### src/rtl/counter_sequencer_if.sv
// Command, configuration and status bundle for counter_sequencer.
// Master drives commands and config; slave (the sequencer) returns registered status.
interface counter_sequencer_if #(
    parameter int WIDTH = 8,
    parameter int PRE_W = 8
) ();
    logic             i_start;
    logic             i_stop;
    logic             i_clear;
    logic             i_oneshot;
    logic [WIDTH-1:0] i_limit;
    logic [PRE_W-1:0] i_prescale;
    logic [WIDTH-1:0] o_count;
    logic             o_busy;
    logic             o_step;
    logic             o_wrap;
    logic             o_done;

    modport master (
        output i_start, i_stop, i_clear, i_oneshot, i_limit, i_prescale,
        input  o_count, o_busy, o_step, o_wrap, o_done
    );

    modport slave (
        input  i_start, i_stop, i_clear, i_oneshot, i_limit, i_prescale,
        output o_count, o_busy, o_step, o_wrap, o_done
    );
endinterface

### src/rtl/counter_sequencer.sv
// Prescaled up-counter with IDLE/RUN/PAUSE control, periodic or one-shot; all outputs registered (1 cycle).
// No backpressure: commands act on the edge they are sampled, priority clear > stop > start.
module counter_sequencer #(
    parameter int WIDTH = 8,
    parameter int PRE_W = 8
) (
    input  logic                i_clk,
    input  logic                i_reset,
    counter_sequencer_if.slave  bus
);
    typedef enum logic [1:0] {
        IDLE  = 2'd0,
        RUN   = 2'd1,
        PAUSE = 2'd2
    } state_t;

    state_t           state_q, state_d;
    logic [WIDTH-1:0] cnt_q, cnt_d;
    logic [WIDTH-1:0] lim_q, lim_d;
    logic [PRE_W-1:0] pre_q, pre_d;
    logic [PRE_W-1:0] div_q, div_d;
    logic             one_q, one_d;
    logic             busy_q;
    logic             step_q, step_d;
    logic             wrap_q, wrap_d;
    logic             done_q, done_d;

    always_ff @(posedge i_clk or posedge i_reset) begin
        if (i_reset) begin
            state_q <= IDLE;
            cnt_q   <= '0;
            lim_q   <= '0;
            pre_q   <= '0;
            div_q   <= '0;
            one_q   <= 1'b0;
            busy_q  <= 1'b0;
            step_q  <= 1'b0;
            wrap_q  <= 1'b0;
            done_q  <= 1'b0;
        end else begin
            state_q <= state_d;
            cnt_q   <= cnt_d;
            lim_q   <= lim_d;
            pre_q   <= pre_d;
            div_q   <= div_d;
            one_q   <= one_d;
            busy_q  <= (state_d != IDLE);
            step_q  <= step_d;
            wrap_q  <= wrap_d;
            done_q  <= done_d;
        end
    end

    always_comb begin
        state_d = state_q;
        cnt_d   = cnt_q;
        lim_d   = lim_q;
        pre_d   = pre_q;
        div_d   = div_q;
        one_d   = one_q;
        step_d  = 1'b0;
        wrap_d  = 1'b0;
        done_d  = 1'b0;

        if (bus.i_clear) begin
            state_d = IDLE;
            cnt_d   = '0;
            pre_d   = '0;
        end else begin
            case (state_q)
                IDLE: begin
                    if (!bus.i_stop && bus.i_start) begin
                        lim_d   = bus.i_limit;
                        div_d   = bus.i_prescale;
                        one_d   = bus.i_oneshot;
                        cnt_d   = '0;
                        pre_d   = '0;
                        state_d = RUN;
                    end
                end
                RUN: begin
                    // A stop on the same edge a step is due swallows that step.
                    if (bus.i_stop) begin
                        state_d = PAUSE;
                    end else if (pre_q == div_q) begin
                        pre_d  = '0;
                        step_d = 1'b1;
                        if (cnt_q != lim_q) begin
                            cnt_d = cnt_q + 1'b1;
                        end else if (one_q) begin
                            done_d  = 1'b1;
                            state_d = IDLE;
                        end else begin
                            cnt_d  = '0;
                            wrap_d = 1'b1;
                        end
                    end else begin
                        pre_d = pre_q + 1'b1;
                    end
                end
                PAUSE: begin
                    if (!bus.i_stop && bus.i_start) begin
                        state_d = RUN;
                    end
                end
                default: begin
                    state_d = IDLE;
                end
            endcase
        end
    end

    assign bus.o_count = cnt_q;
    assign bus.o_busy  = busy_q;
    assign bus.o_step  = step_q;
    assign bus.o_wrap  = wrap_q;
    assign bus.o_done  = done_q;
endmodule

### src/flat_wrapper.sv
// flat-port wrapper written by rule: the top's interface ports become plain ports
module counter_sequencer_flat 
#(
    parameter int WIDTH = 8,
    parameter int PRE_W = 8
)
  (i_clk, i_reset, bus_i_start, bus_i_stop, bus_i_clear, bus_i_oneshot, bus_i_limit, bus_i_prescale, bus_o_count, bus_o_busy, bus_o_step, bus_o_wrap, bus_o_done);
  counter_sequencer_if #(.WIDTH(WIDTH), .PRE_W(PRE_W)) bus_i ();
  input  logic i_clk;
  input  logic i_reset;
  input wire logic [$bits(bus_i.i_start)-1:0] bus_i_start;
  input wire logic [$bits(bus_i.i_stop)-1:0] bus_i_stop;
  input wire logic [$bits(bus_i.i_clear)-1:0] bus_i_clear;
  input wire logic [$bits(bus_i.i_oneshot)-1:0] bus_i_oneshot;
  input wire logic [$bits(bus_i.i_limit)-1:0] bus_i_limit;
  input wire logic [$bits(bus_i.i_prescale)-1:0] bus_i_prescale;
  output wire logic [$bits(bus_i.o_count)-1:0] bus_o_count;
  output wire logic [$bits(bus_i.o_busy)-1:0] bus_o_busy;
  output wire logic [$bits(bus_i.o_step)-1:0] bus_o_step;
  output wire logic [$bits(bus_i.o_wrap)-1:0] bus_o_wrap;
  output wire logic [$bits(bus_i.o_done)-1:0] bus_o_done;
  assign bus_i.i_start = bus_i_start;
  assign bus_i.i_stop = bus_i_stop;
  assign bus_i.i_clear = bus_i_clear;
  assign bus_i.i_oneshot = bus_i_oneshot;
  assign bus_i.i_limit = bus_i_limit;
  assign bus_i.i_prescale = bus_i_prescale;
  assign bus_o_count = bus_i.o_count;
  assign bus_o_busy = bus_i.o_busy;
  assign bus_o_step = bus_i.o_step;
  assign bus_o_wrap = bus_i.o_wrap;
  assign bus_o_done = bus_i.o_done;
  counter_sequencer #(.WIDTH(WIDTH), .PRE_W(PRE_W)) u_core (.i_clk(i_clk), .i_reset(i_reset), .bus(bus_i));
endmodule
### config.mk
export PLATFORM = sky130hd
export DESIGN_NAME = counter_sequencer_flat
export DESIGN_NICKNAME = d
export VERILOG_FILES = /design/src/rtl/counter_sequencer_if.sv /design/src/rtl/counter_sequencer.sv /design/src/flat_wrapper.sv
export SDC_FILE = /design/constraint.sdc
export NUM_CORES = 1
export LEC_CHECK = 0
export ABC_AREA = 0
export CORE_UTILIZATION = 40
export CTS_BUF_LIST = sky130_fd_sc_hd__clkbuf_4
export CTS_CLUSTER_DIAMETER = 200
export DETAILED_ROUTE_END_ITERATION = 7
export GPL_TIMING_DRIVEN = 0
export PLACE_DENSITY_LB_ADDON = 0.15
export SLEW_MARGIN = 20
export SYNTH_ARGS = -nofsm -noshare
export SYNTH_HDL_FRONTEND = slang
export SYNTH_SLANG_ARGS = --single-unit
### constraint.sdc
create_clock -name i_clk -period 1.74 [get_ports i_clk]
set_clock_uncertainty 0.15 [all_clocks]
set_input_delay 0.174 -clock i_clk [delete_from_list [all_inputs] [get_ports i_clk]]
set_output_delay 0.174 -clock i_clk [all_outputs]
set_load 0.005 [all_outputs]
* After elaboration in Yosys (flattened, before gate mapping)
Index checks and enable logic that the tools add are counted.
Operators by class: reductions and logical operators 9, bitwise logic cells 1, mux-type cells 34, equality and inequality tests 8, add/subtract/negate cells 2
Operators with widths (number):
- two-way mux 8 bit | 9
- case mux 8 bit (2 select lines) | 2
- adder 8 x 1 -> 8 bit, second input constant | 2
- two-way mux 1 bit | 16
- two-way mux 2 bit | 6
- equality test 8 bit | 1
- != test 8 bit | 1
- != test 3 x 2 -> 1 bit, second input constant | 2
- AND reduction 3 bit | 2
- AND reduction 5 bit | 1
- != test 4 bit, second input constant | 1
- case mux 2 bit (2 select lines) | 1
- != test 3 bit, second input constant | 1
- nonzero test 3 bit | 1
- equality test 2 x 1 -> 1 bit, second input constant | 1
- equality test 2 bit, second input constant | 1
- zero test 2 bit | 1
- nonzero test 2 bit | 1
- OR reduction 2 bit | 1
- logical AND 1 bit | 1
- zero test 1 bit | 1
- NOT 1 bit | 1
Word-level totals: register bits after elaboration 39, input bits 22, logic and storage cells 64, output and inout bits 12

* Depth between registers and ports, before layout
depth after elaboration 7, gate-level depth with buffers 7, gate-level depth less buffers 6

* Least setup slack after synthesis
Ideal clock, no wire load.
path kind flip-flop to flip-flop, from register u_core.state_q[0], to register u_core.div_q[0], buffers on the path 2, required time 1.465 ns, arrival time 1.532 ns, stages on the path, launching flop included 5, period minus slack after synthesis 1.807 ns, setup slack -0.067 ns, setup time 0.125 ns, path through dfrtp_1 -> buf_4 -> nor4_4 -> buf_6 -> mux2_2
Between the ends: cells in the longest elaborated chain, start to end 2
RTL lines:
- start: declaration | line counter_sequencer.sv:17 | state_t state_q, state_d;
- start signal: assignment | line counter_sequencer.sv:41 | state_q <= state_d;
- zero test 2 bit | line counter_sequencer.sv:70 | case (state_q)
- AND reduction 3 bit (no line)
- end signal: assignment | line counter_sequencer.sv:45 | div_q <= div_d;
- end: declaration | line counter_sequencer.sv:21 | logic [PRE_W-1:0] div_q, div_d;
Every way passes these cells. A chain may end at the register's enable or synchronous reset.

* Worst setup path after layout
from register u_core.pre_q[7], to register u_core.pre_q[0]
Between the ends: cells in the longest elaborated chain, start to end 5
RTL lines:
- start: declaration | line counter_sequencer.sv:20 | logic [PRE_W-1:0] pre_q, pre_d;
- start signal: assignment | line counter_sequencer.sv:44 | pre_q <= pre_d;
- equality test 8 bit | line counter_sequencer.sv:85 | end else if (pre_q == div_q) begin
- two-way mux 8 bit | line counter_sequencer.sv:85
- two-way mux 8 bit | line counter_sequencer.sv:83 | if (bus.i_stop) begin
- case mux 8 bit (2 select lines) | line counter_sequencer.sv:70
- two-way mux 8 bit | line counter_sequencer.sv:65 | if (bus.i_clear) begin
Every way passes these cells. The select of a mux whose other input is x is not followed.

==> flow_summary_export.csv <==
group,metric,value,unit
run_status,violations,"setup timing",
timing,fin_tns_setup,-3070,ps
worst_setup_path,critical_path_class,"flip-flop to flip-flop",
routing,routed_wl,4.89,mm
synthesis,syn_avg_cell_area,11.0,sq um
final_layout,nets,279,
place,portBuffers,33,
routing,wire_per_inst,15.1,microns
worst_setup_path,path_cells,"xor2_2 -> nor4_2 -> buf_4 -> a31o_4 -> nor2_1 -> mux2_2",
run,cap_violations,0,
synthesis,ys.flop_type,"dfrtp_1",
final_layout,final_cell_mix,"dfrtp_1 (37), clkdlybuf4s50_1 (31), buf_4 (18)",
synthesis,syn_area,2090,sq um
timing,worst_pin_slew,382,ps
global_routing,grt_max_degree,28,
die,die_area,5510,sq um
die,die_w,74.3,microns
cts,cts_root_buffer,"clkbuf_4",
cts,cts.clk_slew.worst_paths,110,ps
worst_setup_path,crit_arrival,2020,ps
timing,fmax,0.517,GHz
min_path,hold_path.class,"primary input to flip-flop",
routing,drc,0,
routing,first_iter_violations,93,
timing,rsz0062_at_grt,"true",
cts,clk_latency,340,ps
worst_setup_path,cp_num_buf_inv,1,
place,dp_hpwl,3.14,mm
worst_setup_path,crit_family,"flip-flops",
place,finalWeightedCongestion,0.848,
timing,setup_ws,-195,ps
die,rows,25,
cts,cts_tree,"yes",
power,power.density,688,nW/um^2
worst_setup_path,crit_required,1830,ps
synthesis,synth.area.top_cells,"dfrtp_1 (47%), mux2_2 (9.2%), xor2_1 (6.7%), nand3_1 (2.2%), a31oi_1 (2.1%)",
place,pre_cts_slack,-664,ps
routing,antenna_left,0,
timing,final_max_slew_viol_count,0,
worst_setup_path,critPathMaxStageDelay,440,ps
timing,slew_headroom,0.744,
die,pin_count,34,
timing,hold_ws,121,ps
worst_setup_path,slowest_stage,"dfrtp_1",
synthesis,synth_cell_type_count,45,
cts,cts_buffers,5,
synthesis,synthCells,190,
timing,finalSetupViolations,21,
synthesis,synth_area_leader_cell,"dfrtp_1",
synthesis,synth-seq-cells,39,
timing,final.min_clock_period,1930,ps
cts,cts.sink_count,39,
final_layout,fillers,425,
global_routing,grt-ovfl-total,0,
synthesis,synth_edf_count,0,
synthesis,synth_top_area_frac,0.467,
synthesis,yosysSeqAreaShare,0.467,
synthesis,synthesis.nets,214,
timing,layout_worst_path_cycle_share,1.11,
die,fp.dieH,74.3,microns
timing,finalHoldViolations,0,
cts,htree_levels,2,
power,peakVddDrop,341,uV
final_layout,layout_commonest_cell,"dfrtp_1",
routing,firstDrtPassIters,4,
worst_setup_path,cp-end-kind,"flip-flop",
synthesis,ys_warn_count,0,
global_routing,grt_pass1_vias,1599,
final_layout,antenna_cells,0,
die,start_util,0.428,
routing,viasPerCell,5.43,
worst_setup_path,crit_path_max_fanout,5,
global_routing,grt_util_all_layers,0.193,
final_layout,final_layout_size_suffix_gt1_frac,0.340,
power,p_leak,1.30,nW
routing,num_vias,1754,
cts,clock_path_buffers,2,
final_layout,final_core_util,0.607,
run_status,status,"complete, but fails checks",
synthesis,synth_async_sr_flop_share,1.00,
die,core_area,4880,sq um
final_layout,area_growth_syn_to_layout,41.8,%
worst_setup_path,worstSetupStartpointType,"flip-flop",
global_routing,antenna_found_initial,0,
global_routing,grt_pass1_wl,7.80,mm
## logic make-up (layout without fill, tap and decap cells)
family / count (synthesis) / in the layout / synth area share
xor+xnor: 16 / 16 / 0.0671
mux: 18 / 18 / 0.0965
compound gates: 38 / 39 / 0.131
buf+inv: 16 / 81 / 0.0437
fa+ha+maj: 2 / 2 / 0.0120
simple gates: 61 / 61 / 0.183
flops: 39 / 39 / 0.467
## state kept, by name, summed over array words and instances, names as in the netlist
register / cells
u_core.one_q: 1
u_core.bus.o_wrap: 1
u_core.bus.o_done: 1
u_core.pre_q: 8
u_core.div_q: 8
u_core.bus.o_busy: 1
u_core.state_q: 2
u_core.bus.o_count: 8
u_core.lim_q: 8
u_core.bus.o_step: 1
## cell usage after synthesis (all sizes together) (3+ instances only)
| cell | n |
|---|---|
| o21ai | 8 |
| and3 | 4 |
| a41oi | 5 |
| a31oi | 7 |
| dfrtp | 39 |
| mux2 | 17 |
| nor3 | 8 |
| nor2 | 7 |
| inv | 8 |
| a22o | 4 |
| xor2 | 16 |
| a21oi | 6 |
| nor4 | 5 |
| nand2 | 13 |
| nor2b | 3 |
| buf | 8 |
| nand3 | 10 |
## layout make-up
class                   count  area [sq um]  area share
clock inverters             2          7.51     0.00254
flip-flops and latches     39           978       0.331
multi-input cells         136          1180       0.400
repair buffers             57           549       0.186
inverters                   8          30.0      0.0101
clock buffers               6          45.0      0.0152
well taps                  67          83.8      0.0283
plain buffers               8          82.6      0.0279
## power by group
part | internal (mW) | switching [mW] | total (mW)
Clock | 0.165 | 0.283 | 0.448
Combinational | 0.286 | 0.221 | 0.507
Sequential | 1.01 | 0.0735 | 1.08
Total | 1.46 | 0.577 | 2.04
## worst register-to-register path: cells and delay by family, from the launching register on
kind            cells  cell delay [ps]
compound gates      1              180
xor+xnor            1              160
buf+inv             1              170
flops               1              440
mux                 1              270
simple gates        2              450
## repair_timing
item                       CTS  global route
hold buffers                 1             0
gates cloned                 2             0
setup endpoints to repair   38            38
buffers inserted            16             6
pin swaps                   14             4
hold endpoints to repair    12             0
resized for setup           27            14
## through the flow
| step | area [sq um] | instances | power [mW] |
|---|---|---|---|
| global route | 2960 | 323 | 2.15 |
| global placement | 2530 | 290 | 1.51 |
| detailed placement | 2550 | 291 | 1.52 |
| CTS | 2840 | 318 | 2.04 |
| floorplan | 2120 | 190 | 1.39 |
| finish | 2960 | 323 | 2.04 |
## path summary, 6_finish.rpt
path,startpoint,end,slack (ps),depth (start not counted)
setup / recovery,u_core.pre_q[7]$_DFFE_PP0P_,u_core.pre_q[0]$_DFFE_PP0P_,-190,6
hold / removal,bus_i_stop,u_core.state_q[1]$_DFF_PP0_,120,3
setup reg to reg,u_core.pre_q[7]$_DFFE_PP0P_,u_core.pre_q[0]$_DFFE_PP0P_,-190,6
hold reg to reg,u_core.one_q$_DFFE_PP0P_,u_core.bus.o_wrap$_DFF_PP0_,340,1
max in group asynchronous,i_reset,u_core.bus.o_count[3]$_DFFE_PP0P_,500,4
min in group asynchronous,i_reset,u_core.div_q[6]$_DFFE_PP0P_,500,3
## routing by layer
layer,global-route usage,share of wire,vias to the layer above
li1,-,-,828
met1,0.270,0.46,856
met2,0.291,0.47,61
met3,0.0379,0.059,9
met4,0.0860,0.018,0
met5,0,0,-
Power figures use the tool's default switching activity.
==> edit: new RTL, config.mk and constraints unchanged <==
`PRE_W` is set to 8 in 3 places; all go to 10.
--- a/src/rtl/counter_sequencer_if.sv
+++ b/src/rtl/counter_sequencer_if.sv
@@ -2,7 +2,7 @@
 // Master drives commands and config; slave (the sequencer) returns registered status.
 interface counter_sequencer_if #(
     parameter int WIDTH = 8,
-    parameter int PRE_W = 8
+    parameter int PRE_W = 10
 ) ();
     logic             i_start;
     logic             i_stop;
--- a/src/rtl/counter_sequencer.sv
+++ b/src/rtl/counter_sequencer.sv
@@ -2,7 +2,7 @@
 // No backpressure: commands act on the edge they are sampled, priority clear > stop > start.
 module counter_sequencer #(
     parameter int WIDTH = 8,
-    parameter int PRE_W = 8
+    parameter int PRE_W = 10
 ) (
     input  logic                i_clk,
     input  logic                i_reset,
--- a/src/flat_wrapper.sv
+++ b/src/flat_wrapper.sv
@@ -2,7 +2,7 @@
 module counter_sequencer_flat 
 #(
     parameter int WIDTH = 8,
-    parameter int PRE_W = 8
+    parameter int PRE_W = 10
 )
   (i_clk, i_reset, bus_i_start, bus_i_stop, bus_i_clear, bus_i_oneshot, bus_i_limit, bus_i_prescale, bus_o_count, bus_o_busy, bus_o_step, bus_o_wrap, bus_o_done);
   counter_sequencer_if #(.WIDTH(WIDTH), .PRE_W(PRE_W)) bus_i ();
Ports: changed (resized bus_i_prescale); port bits go from 34 to 36. The function was not compared with the original's and may differ.
==> edit against the unedited design <==
Synthesized area up 1.0%. Combinational power up 7.9%. Setup slack worse by 0.028 ns. Total power up 18%. Routed wire length down 9.9%. Sequential cell count up 4. Final area up 3.1%. The flow still finishes with violations (negative setup slack). Critical path type unchanged. Non-clock buffer count down 3.
==> edit: results <==
[drt]
drt_iter0_drc = 36

[critical_path]
cp-endpoint = "u_core.bus.o_count[4]"
r2r_start = "u_core.div_q[3]"
r2r.worst_path.cells = 7
critPathMaxFanout = 8
worst_ep_arrival_time_ns = 2.10

[global_routing]
grt.total_usage = 0.178
grt_max_degree = 31
grt_use_met2 = 0.291

[outcome]
violations = "negative setup slack"
status = "finished, violations left"

[placed_design]
portBuffers = 35

[clocking]
cts_setup_buffers = 19
insertion_delay_ns = 0.36
cts_resized = 35

[timing]
setup_slack_ns = -0.223
setup-violations-final = 39

[layout]
n_fill_cell = 444
bufAreaShareNonClock = 0.208
fin_nets = 276
nMultiInputCombCells = 132
nClkBuffers = 5
layout.non_clock_buffers = 62
clkCellAreaFrac = 0.0266

[power]
p_sw_w = 0.000627
cellLeakagePower_nw = 1.35
p_clk_frac = 0.267

[yosys]
yosysUniqueCellTypes = 38
synthesis.nets = 211
## edit: changes by cell type after synthesis, moves of 5 or more
cell     before  now
a41oi_1       5    0
mux2_2       17    0
mux2_1        0   19
xnor2_1       0   19
xor2_1       16    8
a31oi_1       7    0
nand4_1       0    5
nor2_1        6   14
## edit: kinds of logic after synthesis
family / Yosys count / synth area share
AO/OA/AOI/OAI: 22 / 0.0730
XOR/XNOR: 27 / 0.112
adder cells (fa/ha/maj): 2 / 0.0119
buffers and inverters: 10 / 0.0255
flip-flops: 43 / 0.510
multiplexers: 20 / 0.106
AND/OR/NAND/NOR: 61 / 0.161
## edit: metrics by stage
stage / setup TNS (ns) / power (W) / cells / instance area [sq um] / worst slack [ns]
final: -3.13 / 0.00240 / 321 / 3050 / -0.223
after global placement: -39.53 / 0.00163 / 290 / 2590 / -0.618
after detailed placement: -16.92 / 0.00165 / 291 / 2610 / -0.629
after CTS: -3.21 / 0.00240 / 320 / 2990 / -0.226
after global routing: -6.34 / 0.00253 / 321 / 3050 / -0.329
after floorplan: -0.650 / 0.00151 / 185 / 2150 / -0.117
## edit: worst min path at each step
stage | start | to | slack [ns] | cells past startpoint
floorplan | bus_i_clear | u_core.state_q[0] | 0.09 | 1
global placement | u_core.div_q[3] | u_core.div_q[3] | 0.35 | 1
detailed placement | i_reset | u_core.div_q[0] | 0.32 | 2
CTS | bus_i_stop | u_core.state_q[1] | 0.18 | 3
global route | bus_i_start | u_core.state_q[1] | 0.11 | 4
finish | bus_i_start | u_core.state_q[1] | 0.08 | 4
## edit: worst min-delay path, stage by stage
cell and delay (ns):
dlymetal6s2s_1 0.13, nand2b_1 0.08, nand3b_1 0.09, a21oi_1 0.07
